===== src/rtl/mole_round_ctrl_if.sv =====
// mole_round_ctrl_if
//   Groups the game-side signals of the round sequencer into one bundle.
//   master : the environment side. It drives start, tick, the mole generator
//            position and the key strobe, and it observes the round outputs.
//   slave  : the round sequencer itself.
// Signals
//   start, tick, key_valid       : control strobes and levels into the sequencer
//   mole_pos, key_pos            : 3-bit positions
//   active_pos                   : position of the mole in the current round
//   mole_visible, mole_advance   : display enable and generator advance pulse
//   hit_pulse                    : one-cycle strobe for a scored hit
//   score, misses, game_over     : game status for the score/display logic
interface mole_round_ctrl_if #(
  parameter int SCORE_W = 8
);
  logic               start;
  logic               tick;
  logic [2:0]         mole_pos;
  logic               key_valid;
  logic [2:0]         key_pos;
  logic [2:0]         active_pos;
  logic               mole_visible;
  logic               mole_advance;
  logic               hit_pulse;
  logic [SCORE_W-1:0] score;
  logic [1:0]         misses;
  logic               game_over;

  modport master (
    output start, tick, mole_pos, key_valid, key_pos,
    input  active_pos, mole_visible, mole_advance, hit_pulse, score, misses, game_over
  );

  modport slave (
    input  start, tick, mole_pos, key_valid, key_pos,
    output active_pos, mole_visible, mole_advance, hit_pulse, score, misses, game_over
  );
endinterface


===== src/rtl/mole_round_ctrl.sv =====
// mole_round_ctrl
//   Round sequencer for the whack-a-mole game. It latches the generator
//   position at each round load, keeps the mole visible for SHOW_TICKS ticks,
//   scores a hit on a matching key and counts a miss on timeout. A blank gap of
//   GAP_TICKS ticks separates rounds. The game ends after MAX_MISSES misses.
// Ports
//   clk    : system clock, rising edge
//   rst_n  : asynchronous active-low reset
//   bus    : game-side signal bundle (slave modport); every output is registered
module mole_round_ctrl #(
  parameter int SHOW_TICKS = 3,
  parameter int GAP_TICKS  = 1,
  parameter int MAX_MISSES = 3,
  parameter int SCORE_W    = 8
) (
  input  logic              clk,
  input  logic              rst_n,
  mole_round_ctrl_if.slave  bus
);

  localparam logic [3:0] SHOW_T = 4'(SHOW_TICKS);
  localparam logic [3:0] GAP_T  = 4'(GAP_TICKS);
  localparam logic [1:0] MAX_M  = 2'(MAX_MISSES);

  typedef enum logic [1:0] {
    ST_IDLE = 2'd0,
    ST_SHOW = 2'd1,
    ST_GAP  = 2'd2,
    ST_OVER = 2'd3
  } state_t;

  state_t             state_q, state_d;
  logic [2:0]         active_pos_q, active_pos_d;
  logic [3:0]         timer_q, timer_d;
  logic [SCORE_W-1:0] score_q, score_d;
  logic [1:0]         misses_q, misses_d;
  logic               mole_visible_q, mole_visible_d;
  logic               mole_advance_q, mole_advance_d;
  logic               hit_pulse_q, hit_pulse_d;
  logic               game_over_q, game_over_d;

  logic [1:0]         misses_inc;

  assign misses_inc = misses_q + 2'd1;

  always_comb begin
    state_d        = state_q;
    active_pos_d   = active_pos_q;
    timer_d        = timer_q;
    score_d        = score_q;
    misses_d       = misses_q;
    mole_advance_d = 1'b0;
    hit_pulse_d    = 1'b0;

    case (state_q)
      ST_IDLE, ST_OVER: begin
        // Score and misses stay frozen in OVER so the display can show them.
        if (bus.start) begin
          score_d        = '0;
          misses_d       = 2'd0;
          active_pos_d   = bus.mole_pos;
          timer_d        = SHOW_T;
          state_d        = ST_SHOW;
          mole_advance_d = 1'b1;
        end
      end

      ST_SHOW: begin
        // A matching key wins over a simultaneous timeout tick; a wrong key
        // falls through so that a tick in the same cycle is still counted.
        if (bus.key_valid && (bus.key_pos == active_pos_q)) begin
          if (score_q != '1) begin
            score_d = score_q + 1'b1;
          end
          hit_pulse_d = 1'b1;
          timer_d     = GAP_T;
          state_d     = ST_GAP;
        end else if (bus.tick) begin
          if (timer_q == 4'd1) begin
            misses_d = misses_inc;
            if (misses_inc == MAX_M) begin
              state_d = ST_OVER;
            end else begin
              timer_d = GAP_T;
              state_d = ST_GAP;
            end
          end else begin
            timer_d = timer_q - 4'd1;
          end
        end
      end

      ST_GAP: begin
        if (bus.tick) begin
          if (timer_q == 4'd1) begin
            active_pos_d   = bus.mole_pos;
            timer_d        = SHOW_T;
            state_d        = ST_SHOW;
            mole_advance_d = 1'b1;
          end else begin
            timer_d = timer_q - 4'd1;
          end
        end
      end

      default: begin
        state_d = ST_IDLE;
      end
    endcase

    // Indicators are derived from the next state so that they are registered
    // and line up with the state they describe.
    mole_visible_d = (state_d == ST_SHOW);
    game_over_d    = (state_d == ST_OVER);
  end

  always_ff @(posedge clk or negedge rst_n) begin
    if (!rst_n) begin
      state_q        <= ST_IDLE;
      active_pos_q   <= 3'd0;
      timer_q        <= 4'd0;
      score_q        <= '0;
      misses_q       <= 2'd0;
      mole_visible_q <= 1'b0;
      mole_advance_q <= 1'b0;
      hit_pulse_q    <= 1'b0;
      game_over_q    <= 1'b0;
    end else begin
      state_q        <= state_d;
      active_pos_q   <= active_pos_d;
      timer_q        <= timer_d;
      score_q        <= score_d;
      misses_q       <= misses_d;
      mole_visible_q <= mole_visible_d;
      mole_advance_q <= mole_advance_d;
      hit_pulse_q    <= hit_pulse_d;
      game_over_q    <= game_over_d;
    end
  end

  assign bus.active_pos   = active_pos_q;
  assign bus.mole_visible = mole_visible_q;
  assign bus.mole_advance = mole_advance_q;
  assign bus.hit_pulse    = hit_pulse_q;
  assign bus.score        = score_q;
  assign bus.misses       = misses_q;
  assign bus.game_over    = game_over_q;

endmodule


===== src/flat_wrapper.sv =====
// flat-port wrapper written by rule: the top's interface ports become plain ports
module mole_round_ctrl_flat 
#(
  parameter int SHOW_TICKS = 3,
  parameter int GAP_TICKS  = 1,
  parameter int MAX_MISSES = 3,
  parameter int SCORE_W    = 8
)
  (clk, rst_n, bus_start, bus_tick, bus_mole_pos, bus_key_valid, bus_key_pos, bus_active_pos, bus_mole_visible, bus_mole_advance, bus_hit_pulse, bus_score, bus_misses, bus_game_over);
  mole_round_ctrl_if #(.SCORE_W(SCORE_W)) bus_i ();
  input  logic clk;
  input  logic rst_n;
  input wire logic [$bits(bus_i.start)-1:0] bus_start;
  input wire logic [$bits(bus_i.tick)-1:0] bus_tick;
  input wire logic [$bits(bus_i.mole_pos)-1:0] bus_mole_pos;
  input wire logic [$bits(bus_i.key_valid)-1:0] bus_key_valid;
  input wire logic [$bits(bus_i.key_pos)-1:0] bus_key_pos;
  output wire logic [$bits(bus_i.active_pos)-1:0] bus_active_pos;
  output wire logic [$bits(bus_i.mole_visible)-1:0] bus_mole_visible;
  output wire logic [$bits(bus_i.mole_advance)-1:0] bus_mole_advance;
  output wire logic [$bits(bus_i.hit_pulse)-1:0] bus_hit_pulse;
  output wire logic [$bits(bus_i.score)-1:0] bus_score;
  output wire logic [$bits(bus_i.misses)-1:0] bus_misses;
  output wire logic [$bits(bus_i.game_over)-1:0] bus_game_over;
  assign bus_i.start = bus_start;
  assign bus_i.tick = bus_tick;
  assign bus_i.mole_pos = bus_mole_pos;
  assign bus_i.key_valid = bus_key_valid;
  assign bus_i.key_pos = bus_key_pos;
  assign bus_active_pos = bus_i.active_pos;
  assign bus_mole_visible = bus_i.mole_visible;
  assign bus_mole_advance = bus_i.mole_advance;
  assign bus_hit_pulse = bus_i.hit_pulse;
  assign bus_score = bus_i.score;
  assign bus_misses = bus_i.misses;
  assign bus_game_over = bus_i.game_over;
  mole_round_ctrl #(.SHOW_TICKS(SHOW_TICKS), .GAP_TICKS(GAP_TICKS), .MAX_MISSES(MAX_MISSES), .SCORE_W(SCORE_W)) u_core (.clk(clk), .rst_n(rst_n), .bus(bus_i));
endmodule

===== config.mk =====
export PLATFORM = sky130hd
export DESIGN_NAME = mole_round_ctrl_flat
export DESIGN_NICKNAME = d
export VERILOG_FILES = /design/src/rtl/mole_round_ctrl_if.sv /design/src/rtl/mole_round_ctrl.sv /design/src/flat_wrapper.sv
export SDC_FILE = /design/constraint.sdc
export NUM_CORES = 1
export LEC_CHECK = 0
export ABC_AREA = 1
export BUFFER_PORTS_ARGS = -buffer_cell sky130_fd_sc_hd__clkbuf_2
export CORE_AREA = 2 2 54 56
export CTS_BUF_LIST = sky130_fd_sc_hd__clkbuf_8
export DETAILED_ROUTE_END_ITERATION = 7
export DIE_AREA = 0 0 56 58
export PLACE_DENSITY = 0.81
export SLEW_MARGIN = 5
export SYNTH_ARGS = -nofsm -noshare
export SYNTH_HDL_FRONTEND = slang
export SYNTH_SLANG_ARGS = --single-unit

===== constraint.sdc =====
create_clock -name clk -period 2.29 [get_ports clk]
set_input_delay 0.1145 -clock clk [delete_from_list [all_inputs] [get_ports clk]]
set_output_delay 0.1145 -clock clk [all_outputs]
set_load 0.02 [all_outputs]

---- Word-level counts from Yosys, hierarchy flattened ----
Index checks and enable logic that the tools add are counted.
cells by class
  $add $sub $neg .......................... 3
  equality and inequality tests ........... 19
  muxes and demuxes ....................... 35
  reduce and logical (&&, ||, !) cells .... 9
operators with widths
  operator                                               number
  two-way mux 4 bit                                      7
  two-way mux 8 bit                                      3
  two-way mux 2 bit                                      10
  case mux 8 bit (2 select lines)                        1
  case mux 4 bit (3 select lines)                        1
  AND reduction 4 bit                                    3
  two-way mux 3 bit                                      3
  adder 8 x 1 -> 8 bit, second input constant            1
  == test 2 bit, second input constant                   4
  inequality test 2 x 1 -> 1 bit, second input constant  4
  inequality test 2 bit, second input constant           4
  inequality test 8 bit, second input constant           1
  two-way mux 1 bit                                      6
  case mux 2 bit (3 select lines)                        1
  case mux 3 bit (2 select lines)                        1
  AND reduction 5 bit                                    1
  == test 2 x 1 -> 1 bit, second input constant          2
  == test 4 x 1 -> 1 bit, second input constant          1
  inequality test 4 x 3 -> 1 bit, second input constant  1
  case mux 2 bit (2 select lines)                        1
  nonzero test 2 bit                                     2
  subtractor 4 x 1 -> 4 bit, second input constant       1
  == test 3 bit                                          1
  inequality test 3 x 2 -> 1 bit, second input constant  1
  other kinds (5)                                        5
storage, ports and cells
  flip-flop bits (word level) ............. 23
  bits of input ports ..................... 11
  logic and storage cells ................. 75

---- Logic depth before layout (Yosys ltp) ----
  depth in word-level cells ............... 8
  gate-level depth with buffers ........... 11

---- Worst setup path after synthesis ----
No wires, ideal clock.
  path kind ............................... register to register
  start ................................... register u_core.state_q[0]
  end ..................................... register u_core.score_q[7] (netlist: u_core.bus.score[7])
  library setup time ...................... 0.119 ns
  data arrival time ....................... 1.485 ns
  setup slack ............................. 0.687 ns
  stages on the path, launching flop included .. 10
  period minus slack after synthesis ...... 1.603 ns
  path through ............................ dfrtp_1 inv_1 ha_1 nor2_2 a21oi_1 a31oi_4 nand2_2 buf_6 nand2_1 o21ai_2
between the ends
  longest elaborated chain between the ends .. 4
RTL lines
  element                                                                              line                    source
  from (decl)                                                                          mole_round_ctrl.sv:32   state_t state_q, state_d;
  from (signal assigned)                                                               mole_round_ctrl.sv:129  state_q <= state_d;
  == test 2 bit / zero test 2 bit (equally long branches)                              mole_round_ctrl.sv:55   case (state_q)
  OR reduction 2 bit                                                                   mole_round_ctrl.sv:55
  inequality test 2 bit (no source line) / nonzero test 2 bit (equally long branches)  n/a
  AND reduction 4 bit (no source line)                                                 n/a
  to (signal assigned)                                                                 mole_round_ctrl.sv:132  score_q <= score_d;
  to (decl)                                                                            mole_round_ctrl.sv:35   logic [SCORE_W-1:0] score_q, score_d;
Several ways; a longest one is shown, not always the timed one.
A chain may end at the register's enable or synchronous reset.

---- Worst setup path after layout ----
  start ................................... register u_core.state_q[0]
  end ..................................... register u_core.score_q[2] (netlist: u_core.bus.score[2])
The elaborated chain is that of the path after synthesis.

==> impl_metrics.json <==
{
  "wirelength_um": 2770,
  "dieHeight_um": 58,
  "drt.antenna.violating_nets": 0,
  "synth_warnings": 0,
  "highest_layer": "met4",
  "cts_root_buffer": "sky130_fd_sc_hd__clkbuf_8",
  "start_util": 0.534,
  "grt_pass1_vias": 1162,
  "detailed_place_hpwl_um": 2160,
  "vdd_ir_drop_max_mv": 0.845,
  "critical_path.slowest_cell": "sky130_fd_sc_hd__ha_1",
  "setup_repair_after_global_routing_missed_its_margin": "false",
  "die-area_um2": 3250,
  "synth.net_count": 214,
  "numClockSinks": 23,
  "dp.cells": 253,
  "cts_tree": "built",
  "critical_path.max_fanout": 12,
  "cts_setup_buffers": 0,
  "crit_path_start_kind": "flop",
  "grt_overflow": 0,
  "slew_headroom": 0.625,
  "setup.worst_path.end_class": "flop",
  "cap_viol_max_count": 0,
  "first_iter_violations": 49,
  "fin_nets": 245,
  "detail_route.drc_violations": 0,
  "path_cells": "inv_1 > ha_1 > nor2_2 > a21oi_1 > a31oi_4 > nand2_2 > nand2_1 > o21ai_2",
  "holdBufCountCts": 1,
  "met1Wirelength_um": 1230,
  "rows": 19,
  "cp_data_required_time_ns": 2.44,
  "gr-usage-all-layers": 0.189,
  "static_leak_nw": 0.902,
  "cts_htree_levels": 1,
  "outcome": "completed",
  "classification_of_the_worst_slack_hold_path": "primary input to flop",
  "final_total_pwr_mw": 2.01,
  "finalWorstSetupSlack_ns": 0.526,
  "design.core.area_um2": 2660,
  "drt_first_pass_iters": 4,
  "timing_worst_setup_path_type": "flop to flop",
  "port_buffers": 27,
  "layout.cells.most_common": "sky130_fd_sc_hd__nand2_1",
  "bufs_on_longest_clock_path": 2,
  "report.final.hold_viol_count": 0,
  "arrival_ns": 1.92,
  "preCtsSetupSlack_ns": 0.563,
  "clock.fmax_ghz": 0.567,
  "syn-cell-area_um2": 1420,
  "final.setup.tns_ns": 0,
  "post_synth_inst_count": 197,
  "worstSkewPairLatency_ns": 0.26,
  "routed-via-count": 1305,
  "die_w_um": 56,
  "final-instance-count-excl-fill": 258,
  "final_layout_size_suffix_gt1_frac": 0.211,
  "wl_met3_um": 162,
  "placedInstanceArea_um2": 1580,
  "worst_setup_hold_path_clk_slew_ns": 0.08,
  "final_slew_violations": 0,
  "post_cts_resize_count": 0,
  "grt_start_max_net_pins": 24,
  "unique_masters_post_synth": 23,
  "io_pins": 28,
  "numCtsBuffers": 3,
  "critical_path.max_stage_delay_ns": 0.38,
  "met2_length_um": 1350,
  "clock-skew-final_ns": 0.00280,
  "most-common-layout-cells": "64 x sky130_fd_sc_hd__nand2_1, 27 x sky130_fd_sc_hd__clkbuf_2, 23 x sky130_fd_sc_hd__nor2_1, 23 x sky130_fd_sc_hd__dfrtp_1",
  "yosys_register_bits": 23,
  "pwr_density_cell_nw_per_um2": 1230,
  "final_weighted_congestion_in_routability_driven_placement": 0.824,
  "drt-wirelength-per-cell_um": 10.7,
  "final_period_minus_worst_setup_slack_ns": 1.76,
  "antenna_violations_before_repair": 0,
  "postSynthAreaPerCell_um2": 7.22,
  "layout_worst_path_cycle_share": 0.770,
  "final_area_um2": 1640,
  "areaGrowthSynthToFinish_pct": 15.2,
  "synth-seq-area-share": 0.405,
  "worst_pin_slew_ns": 0.562,
  "insertedDiodeCount": 0,
  "routed_via_density": 5.06,
  "wire_length_of_the_first_global_routing_pass_um": 4890,
  "setup_viol": 0
}
-- critical path, delay by kind of cell (launching register included) --
kind	cells	cell delay, ns
AND/OR/NAND/NOR	3	0.49
buffers and inverters	1	0.06
AO/OA/AOI/OAI	3	0.37
flip-flops	1	0.35
adder cells (fa/ha/maj)	1	0.38
-- synth_stat cells, drive strengths merged --
cell type,count,area [um2]
clkbuf,1,3.75
nand3b,2,15.0
ha,6,75.1
nand2,66,253
dfrtp,23,576
or2,2,12.5
inv,24,90.1
a21oi,6,30.0
nor2,25,98.8
a31oi,1,21.3
nand3,20,100
xor2,1,8.76
nor3,2,20.0
o21ai,14,85.1
xnor2,2,17.5
buf,2,16.3
-- final cells by class --
cell class	count	area, um2
fill	255	1020
multi-input combinational	147	737
inverter	24	90.1
tap	31	38.8
sequential	23	576
clock buffer	3	41.3
timing repair buffer	29	153
clock inverter	1	3.75
-- sequential cells by signal, summed over array words and instances (netlist names) --
name                     count
u_core.bus.active_pos        3
u_core.bus.game_over         1
u_core.bus.hit_pulse         1
u_core.bus.misses            2
u_core.bus.mole_advance      1
u_core.bus.mole_visible      1
u_core.bus.score             8
u_core.state_q               2
u_core.timer_q               4
-- kinds of logic after synthesis --
family	Yosys count	synth area share
and+or+nand+nor	117	0.351
xor gates and xnor gates	3	0.0185
adders and majority gates	6	0.0528
DFF	23	0.405
AOI/OAI and AO/OA	21	0.0959
buffers and inverters	27	0.0774
-- routing by layer --
layer,global-route usage,vias up
li1,-,683
met1,0.245,575
met2,0.331,41
met3,0.0313,6
met4,0.0510,0
met5,0,-
-- where the power goes --
group          switching [mW]  internal, mW  leakage, nW
clock network           0.128         0.120       0.0269
registers              0.0874         0.537        0.301
logic                   0.774         0.365        0.574
total                   0.989          1.02        0.902
-- final timing paths --
| check | startpoint | to | slack [ns] | cells after the start |
|---|---|---|---|---|
| worst min-delay path | bus_mole_pos[0] | u_core.bus.active_pos[0]$_DFFE_PN0P_ | 0.07 | 3 |
| max in group asynchronous | rst_n | u_core.bus.score[0]$_DFFE_PN0P_ | 1.55 | 2 |
| worst max-delay path | u_core.state_q[0]$_DFF_PN0_ | u_core.bus.score[2]$_DFFE_PN0P_ | 0.53 | 8 |
| worst max register to register | u_core.state_q[0]$_DFF_PN0_ | u_core.bus.score[2]$_DFFE_PN0P_ | 0.53 | 8 |
| worst min register to register | u_core.bus.misses[0]$_DFFE_PN0P_ | u_core.bus.misses[0]$_DFFE_PN0P_ | 0.50 | 1 |
| min in group asynchronous | rst_n | u_core.bus.mole_visible$_DFF_PN0_ | 0.37 | 2 |
-- per-stage QoR --
| stage | hold slack (ns) | utilization |
|---|---|---|
| 6_report | 0.0717 | 0.616 |
| 3_3_place_gp | 0.129 | 0.595 |
| 3_5_place_dp | 0.133 | 0.595 |
| 4_1_cts | 0.0747 | 0.616 |
| 2_1_floorplan | -0.181 | - |
| 5_1_grt | 0.0978 | 0.616 |
(Power assumes the default switching activity.)
